[src/rtl/pg_read_flush_tracker.sv]
// Outstanding host-read tracker and read-path quiesce sequencer for port reset.
// Counts accepted read requests against final completions, gates new reads
// while a flush is in progress or the tracker is full, and reports when the
// read path has drained (or the drain timer has expired).
module pg_read_flush_tracker #(
  parameter int unsigned MAX_OUTSTANDING = 256,
  parameter int unsigned CNT_WIDTH       = $clog2(MAX_OUTSTANDING + 1),
  parameter int unsigned TIMEOUT_CYCLES  = 65536,
  parameter int unsigned TMR_WIDTH       = $clog2(TIMEOUT_CYCLES)
) (
  input  logic                 clk,
  input  logic                 rst_n,
  input  logic                 i_flush_req,
  input  logic                 i_rd_req,
  input  logic                 i_rd_cpl_last,
  output logic                 o_rd_block,
  output logic                 o_read_flush_done,
  output logic                 o_flush_timeout,
  output logic [CNT_WIDTH-1:0] o_outstanding,
  output logic                 o_cnt_err
);

  typedef enum logic [1:0] {
    IDLE,
    DRAIN,
    DONE
  } state_t;

  localparam logic [CNT_WIDTH-1:0] CNT_MAX  = CNT_WIDTH'(MAX_OUTSTANDING);
  localparam logic [CNT_WIDTH-1:0] CNT_ONE  = CNT_WIDTH'(1);
  localparam logic [TMR_WIDTH-1:0] TMR_LAST = TMR_WIDTH'(TIMEOUT_CYCLES - 1);
  localparam logic [TMR_WIDTH-1:0] TMR_ONE  = TMR_WIDTH'(1);

  state_t               state;
  logic [TMR_WIDTH-1:0] timer;
  logic [CNT_WIDTH-1:0] cnt;
  logic [CNT_WIDTH-1:0] cnt_next;
  logic                 overflow;
  logic                 underflow;
  logic                 full_next;

  // Next in-flight count; a request and a completion in the same cycle cancel,
  // and the count saturates at both ends instead of wrapping.
  always_comb begin
    overflow  = i_rd_req && !i_rd_cpl_last && (cnt == CNT_MAX);
    underflow = i_rd_cpl_last && !i_rd_req && (cnt == '0);
    cnt_next  = cnt;
    if (i_rd_req && !i_rd_cpl_last && !overflow) begin
      cnt_next = cnt + CNT_ONE;
    end else if (i_rd_cpl_last && !i_rd_req && !underflow) begin
      cnt_next = cnt - CNT_ONE;
    end
    full_next = (cnt_next == CNT_MAX);
  end

  // Outstanding read counter; keeps counting in every flush state.
  always_ff @(posedge clk or negedge rst_n) begin
    if (!rst_n) begin
      cnt <= '0;
    end else begin
      cnt <= cnt_next;
    end
  end

  // Sticky counter error flag, cleared only by reset.
  always_ff @(posedge clk or negedge rst_n) begin
    if (!rst_n) begin
      o_cnt_err <= 1'b0;
    end else if (overflow || underflow) begin
      o_cnt_err <= 1'b1;
    end
  end

  assign o_outstanding = cnt;

  // Flush sequencer with registered outputs; o_rd_block is assigned from the
  // state being entered so it tracks (next_state != IDLE) || full.
  always_ff @(posedge clk or negedge rst_n) begin
    if (!rst_n) begin
      state             <= IDLE;
      timer             <= '0;
      o_rd_block        <= 1'b0;
      o_read_flush_done <= 1'b0;
      o_flush_timeout   <= 1'b0;
    end else begin
      case (state)
        IDLE: begin
          o_read_flush_done <= 1'b0;
          o_flush_timeout   <= 1'b0;
          timer             <= '0;
          if (i_flush_req) begin
            state      <= DRAIN;
            o_rd_block <= 1'b1;
          end else begin
            o_rd_block <= full_next;
          end
        end
        DRAIN: begin
          if (!i_flush_req) begin
            state      <= IDLE;
            timer      <= '0;
            o_rd_block <= full_next;
          end else if (cnt == '0) begin
            state             <= DONE;
            timer             <= '0;
            o_rd_block        <= 1'b1;
            o_read_flush_done <= 1'b1;
            o_flush_timeout   <= 1'b0;
          end else if (timer == TMR_LAST) begin
            state             <= DONE;
            timer             <= '0;
            o_rd_block        <= 1'b1;
            o_read_flush_done <= 1'b1;
            o_flush_timeout   <= 1'b1;
          end else begin
            timer      <= timer + TMR_ONE;
            o_rd_block <= 1'b1;
          end
        end
        DONE: begin
          if (!i_flush_req) begin
            state             <= IDLE;
            o_rd_block        <= full_next;
            o_read_flush_done <= 1'b0;
            o_flush_timeout   <= 1'b0;
          end else begin
            o_rd_block <= 1'b1;
          end
        end
        default: begin
          state             <= IDLE;
          timer             <= '0;
          o_rd_block        <= 1'b0;
          o_read_flush_done <= 1'b0;
          o_flush_timeout   <= 1'b0;
        end
      endcase
    end
  end

endmodule

[config.mk]
export PLATFORM = sky130hd
export DESIGN_NAME = pg_read_flush_tracker
export DESIGN_NICKNAME = d
export VERILOG_FILES = /design/src/rtl/pg_read_flush_tracker.sv
export SDC_FILE = /design/constraint.sdc
export NUM_CORES = 1
export LEC_CHECK = 0
export CORE_ASPECT_RATIO = 1.2
export CORE_MARGIN = 2
export CORE_UTILIZATION = 60
export DETAILED_ROUTE_END_ITERATION = 10
export PLACE_DENSITY = 0.93
export REMOVE_ABC_BUFFERS = 1
export SYNTH_ARGS = -nofsm -noshare
export SYNTH_HDL_FRONTEND = slang
export SYNTH_SLANG_ARGS = --single-unit
[constraint.sdc]
create_clock -name clk -period 5.25 [get_ports clk]
set_input_delay 0.525 -clock clk [delete_from_list [all_inputs] [get_ports clk]]
set_output_delay 0.525 -clock clk [all_outputs]
set_load 0.01 [all_outputs]
# After elaboration in Yosys (flattened, before gate mapping)
# Index checks and enable logic that the tools add are counted.
[totals] output_inout_bits=13 elab_cells=58 input_bits=5 reg_bits=31
[classes] n_addsub=3 n_mux=22 eq_ne=10 reduce_logical=16
[ops] op="16-bit 2-to-1 mux" n=3
[ops] op="16-bit case mux with 2 select lines" n=1
[ops] op="9-bit equality test (second input constant)" n=2
[ops] op="9-bit 2-to-1 mux" n=2
[ops] op="16-bit by 1-bit adder with 16-bit output (second input constant)" n=1
[ops] op="16-bit equality test (second input constant)" n=1
[ops] op="2-bit 2-to-1 mux" n=5
[ops] op="9-bit by 1-bit adder with 9-bit output (second input constant)" n=1
[ops] op="9-bit zero test" n=1
[ops] op="9-bit by 1-bit subtractor with 9-bit output (second input constant)" n=1
[ops] op="1-bit 2-to-1 mux" n=8
[ops] op="1-bit logical AND" n=6
[ops] op="2-bit inequality test (second input constant)" n=3
[ops] op="2-bit case mux with 3 select lines" n=1
[ops] op="3-bit AND reduction" n=2
[ops] op="1-bit zero test" n=4
[ops] op="4-bit inequality test (second input constant)" n=1
[ops] op="1-bit case mux with 2 select lines" n=2
[ops] op="3-bit inequality test (second input constant)" n=1
[ops] op="3-bit OR reduction" n=1
[ops] op="2-bit by 1-bit equality test with 1-bit output (second input constant)" n=1
[ops] op="2-bit equality test (second input constant)" n=1
[ops] op="2-bit zero test" n=1
[ops] op="1-bit logical OR" n=1

# Longest topological paths before layout
[depth] word_depth=10 ltp_mapped=8 mapped_depth_nobuf=8

# Worst setup path after synthesis
# No wires, ideal clock.
[synth_path] kind="register to register" start="reg cnt[0], in the netlist o_outstanding[0]" end="reg o_rd_block" period_less_slack_ns=2.266 arrival_time_ns=2.144 required_time_ns=5.129 path_buffers=0 path_stages_with_launch=9 slack_ns=2.984 setup_time_ns=0.121 cell_sequence="dfrtp_1 -> inv_1 -> ha_1 -> or3b_2 -> o31a_1 -> mux2_2 -> a22oi_1 -> nor4b_1 -> a32o_1"
[synth_between] elab_chain_cells=9 word_cells_on_any_way=15 classes_between="add/sub: 2; eq/ne: 2; mux: 4; reduce/logical: 7"
[synth_lines] element="start: declaration" line="36" source="logic [CNT_WIDTH-1:0] cnt;"
[synth_lines] element="start signal: assignment" line="61" source="cnt <= cnt_next;"
[synth_lines] element="parallel branches: the longest is 5 deep, another holds 9-bit by 1-bit subtractor with 9-bit output"
[synth_lines] element="9-bit 2-to-1 mux *" line="48" source="if (i_rd_req && !i_rd_cpl_last && !overflow) begin"
[synth_lines] element="9-bit equality test *" line="53" source="full_next = (cnt_next == CNT_MAX);"
[synth_lines] element="1-bit 2-to-1 mux *" line="91, 121"
[synth_lines] element="1-bit 2-to-1 mux *"
[synth_lines] element="end signal: assignment" line="95" source="o_rd_block <= full_next;"
[synth_lines] element="end signal: assignment" line="102" source="o_rd_block <= full_next;"
[synth_lines] element="end signal: assignment" line="123" source="o_rd_block <= full_next;"
[synth_lines] element="end: declaration" line="16" source="output logic o_rd_block,"
# Every way passes the cells marked *.
# A chain may end at the register's enable or synchronous reset.

# Worst setup path in the final report
# Same ends and word-level chain as after synthesis.

==> flow_metrics.env <==
export IMPL_boundaryPins=18
export IMPL_drv_cap=0
export IMPL_cp_end_kind="register"
export IMPL_clock_sink_count=31
export IMPL_hpwl_um=2950
export IMPL_cts_buffers=5
export IMPL_grt_pass1_wl_um=6860
export IMPL_tightest_slew_ns=0.687
export IMPL_clock_skew_ns=0.0102
export IMPL_p_comb_share_pct=33.0
export IMPL_critPathArrivalTime_ns=2.87
export IMPL_clock_path_buffers=2
export IMPL_track_usage_pct=28.4
export IMPL_cts_htree_levels=2
export IMPL_pwr_share_seq_pct=46.0
export IMPL_power_mw=0.764
export IMPL_final_common_cell="dfrtp_1"
export IMPL_synth_seq_cells=31
export IMPL_synth_edff_count=0
export IMPL_finalMaxSlewViolations=0
export IMPL_avgRoutedWirePerCell_um=16.6
export IMPL_worstPathRequired_ns=5.52
export IMPL_die_x_um=53.0
export IMPL_cp_depth=8
export IMPL_async_flop_share_pct=100
export IMPL_hold_buffers=0
export IMPL_cp_top_family="simple AND/OR/NAND/NOR gates"
export IMPL_finalInstanceArea_mm2=0.00200
export IMPL_yosysWarnings=0
export IMPL_port_buffers=17
export IMPL_synth_ff_type="dfrtp_1"
export IMPL_drive_gt1_share_pct=7.62
export IMPL_path_clk_slew_ns=0.10
export IMPL_synthCells=189
export IMPL_core_mm2=0.00276
export IMPL_nets=217
export IMPL_via_count=1541
export IMPL_synth_distinct_cells=44
export IMPL_first_iter_violations=53
export IMPL_dieArea_mm2=0.00333
export IMPL_start_kind="register"
export IMPL_instances_no_fill=244
export IMPL_gp_congestion=0.939
export IMPL_timing_fmax_mhz=385
export IMPL_firstDrtPassIters=4
export IMPL_relSlewSlack_pct=54.1
export IMPL_setup_viol=0
export IMPL_start_util_pct=62.7
export IMPL_cts_setup_buffers=0
export IMPL_p_leak_nw=0.831
export IMPL_post_synth_cell_area_avg_um2=9.15
export IMPL_antenna_found_initial=0
export IMPL_crit_buf_inv=1
export IMPL_cp_max_fo=8
export IMPL_die_height_um=62.8
export IMPL_ff2ff_path_depth=8
export IMPL_clkPwrFrac_pct=21.0
export IMPL_power_switching_mw=0.287
export IMPL_power_density_mw_per_mm2=383
export IMPL_place_area_mm2=0.00193
export IMPL_viasPerCell=6.32
export IMPL_hold_viol=0
export IMPL_n_antenna_cell=0
export IMPL_cts_root_buf="clkbuf_4"
export IMPL_slowest_stage="nor3b_1"
export IMPL_cts_tree="built"
export IMPL_worstHoldPathType="reg -> reg"
export IMPL_status="complete, no violations"
export IMPL_syn_cell_area_mm2=0.00173
export IMPL_grt_overflow_total=0
export IMPL_min_period_over_period_pct=49.4
export IMPL_rsz0062_at_grt="false"
export IMPL_cp_slowest_stage_delay_ns=0.55
export IMPL_holdPathStages=1
export IMPL_layout_min_cycle_time_ns=2.60
export IMPL_grt_max_degree=32
export IMPL_cts_resized=0
export IMPL_clock_latency_ns=0.33
export IMPL_crit_chain="inv_1 -> ha_1 -> nor3b_1 -> nand2_1 -> o32ai_1 -> o21ai_0 -> nor4b_1 -> a32o_1"
export IMPL_dp_cells=236
export IMPL_setup_tns_ns=0
export IMPL_first_global_vias=1510
export IMPL_layout_common_cells="31 x dfrtp_1, 24 x nand2_1, 21 x nor2_1"
export IMPL_rows=21
export IMPL_irDropWorstVdd_mv=0.308
export IMPL_area_delta_synth_final_pct=15.6
export IMPL_path_class="reg -> reg"
export IMPL_wirelength_um=4040
export IMPL_ant_nets=0
export IMPL_swShare_pct=37.6
export IMPL_ys_seq_area_share_pct=44.9
export IMPL_p_int_mw=0.477
export IMPL_route_detailed_drc=0
sequential cells by signal, indices dropped and copies added (netlist names):
| signal | cells |
|---|---|
| state | 2 |
| o_read_flush_done | 1 |
| o_flush_timeout | 1 |
| o_outstanding | 9 |
| o_cnt_err | 1 |
| o_rd_block | 1 |
| timer | 16 |
power by group through the flow:
stage          logic, mW  registers (mW)  clock network [mW]
6_report           0.252           0.351               0.161
5_1_grt            0.276           0.359               0.179
4_1_cts            0.252           0.350               0.163
3_5_place_dp       0.248           0.354                   0
3_3_place_gp       0.242           0.350                   0
2_1_floorplan      0.133           0.348                   0
layout make-up:
| cell class | instances | area, um2 |
|---|---|---|
| clock buffer | 8 | 68.8 |
| fill | 215 | 761 |
| inverter | 8 | 30.0 |
| multi-input combinational | 145 | 903 |
| sequential | 31 | 776 |
| tap | 34 | 42.5 |
| timing repair buffer | 18 | 178 |
cells in the mapped netlist, types with 3 or more instances:
cell | count | share of area, %
dfrtp_1 | 31 | 45
nand2_1 | 24 | 5.2
nor2_1 | 21 | 4.6
xor2_1 | 11 | 5.6
nand4_1 | 9 | 3.3
o21ai_0 | 9 | 2.6
inv_1 | 8 | 1.7
nand3_1 | 8 | 2.3
nor3_1 | 6 | 1.7
xnor2_1 | 6 | 3.0
a21oi_1 | 5 | 1.4
clkbuf_1 | 4 | 0.87
ha_1 | 3 | 2.2
nand2b_1 | 3 | 1.1
nor2b_1 | 3 | 1.1
or3_1 | 3 | 1.1
layer usage:
| layer | vias to the layer above | part of all wire (%) | global-route usage, % |
|---|---|---|---|
| li1 | 717 | - | - |
| met5 | - | 0 | 0 |
| met4 | 0 | 4.8 | 16.0 |
| met3 | 19 | 4.4 | 7.18 |
| met2 | 57 | 51 | 46.6 |
| met1 | 748 | 40 | 32.5 |
worst paths after layout:
check,start,end,slack (ns)
max,o_outstanding[0]$_DFF_PN0_,o_rd_block$_DFF_PN0_,2.65
min in group asynchronous,rst_n,timer[3]$_DFFE_PN0P_,0.57
min,o_cnt_err$_DFFE_PN0P_,o_cnt_err$_DFFE_PN0P_,0.50
max in group asynchronous,rst_n,timer[9]$_DFFE_PN0P_,4.39
max reg2reg,o_outstanding[0]$_DFF_PN0_,o_rd_block$_DFF_PN0_,2.65
min reg2reg,o_cnt_err$_DFFE_PN0P_,o_cnt_err$_DFFE_PN0P_,0.50
metrics by stage:
step / utilization [%] / hold slack, ns / setup slack [ns]
global placement: 69.9 / 0.476 / 2.75
global route: 72.4 / 0.541 / 2.50
CTS: 72.4 / 0.505 / 2.71
floorplan: - / 0.229 / 2.98
finish: 72.4 / 0.502 / 2.65
detailed placement: 69.9 / 0.485 / 2.67
cell families after synthesis:
family                     share of synthesized area (%)
adders and majority gates                           2.17
DFF                                                 44.9
and+or+nand+nor                                     25.7
xor gates and xnor gates                            8.61
AOI/OAI and AO/OA                                   14.5
buffers and inverters                               2.89
muxes                                               1.23
Note: power is estimated with default switching activity, not from simulation.
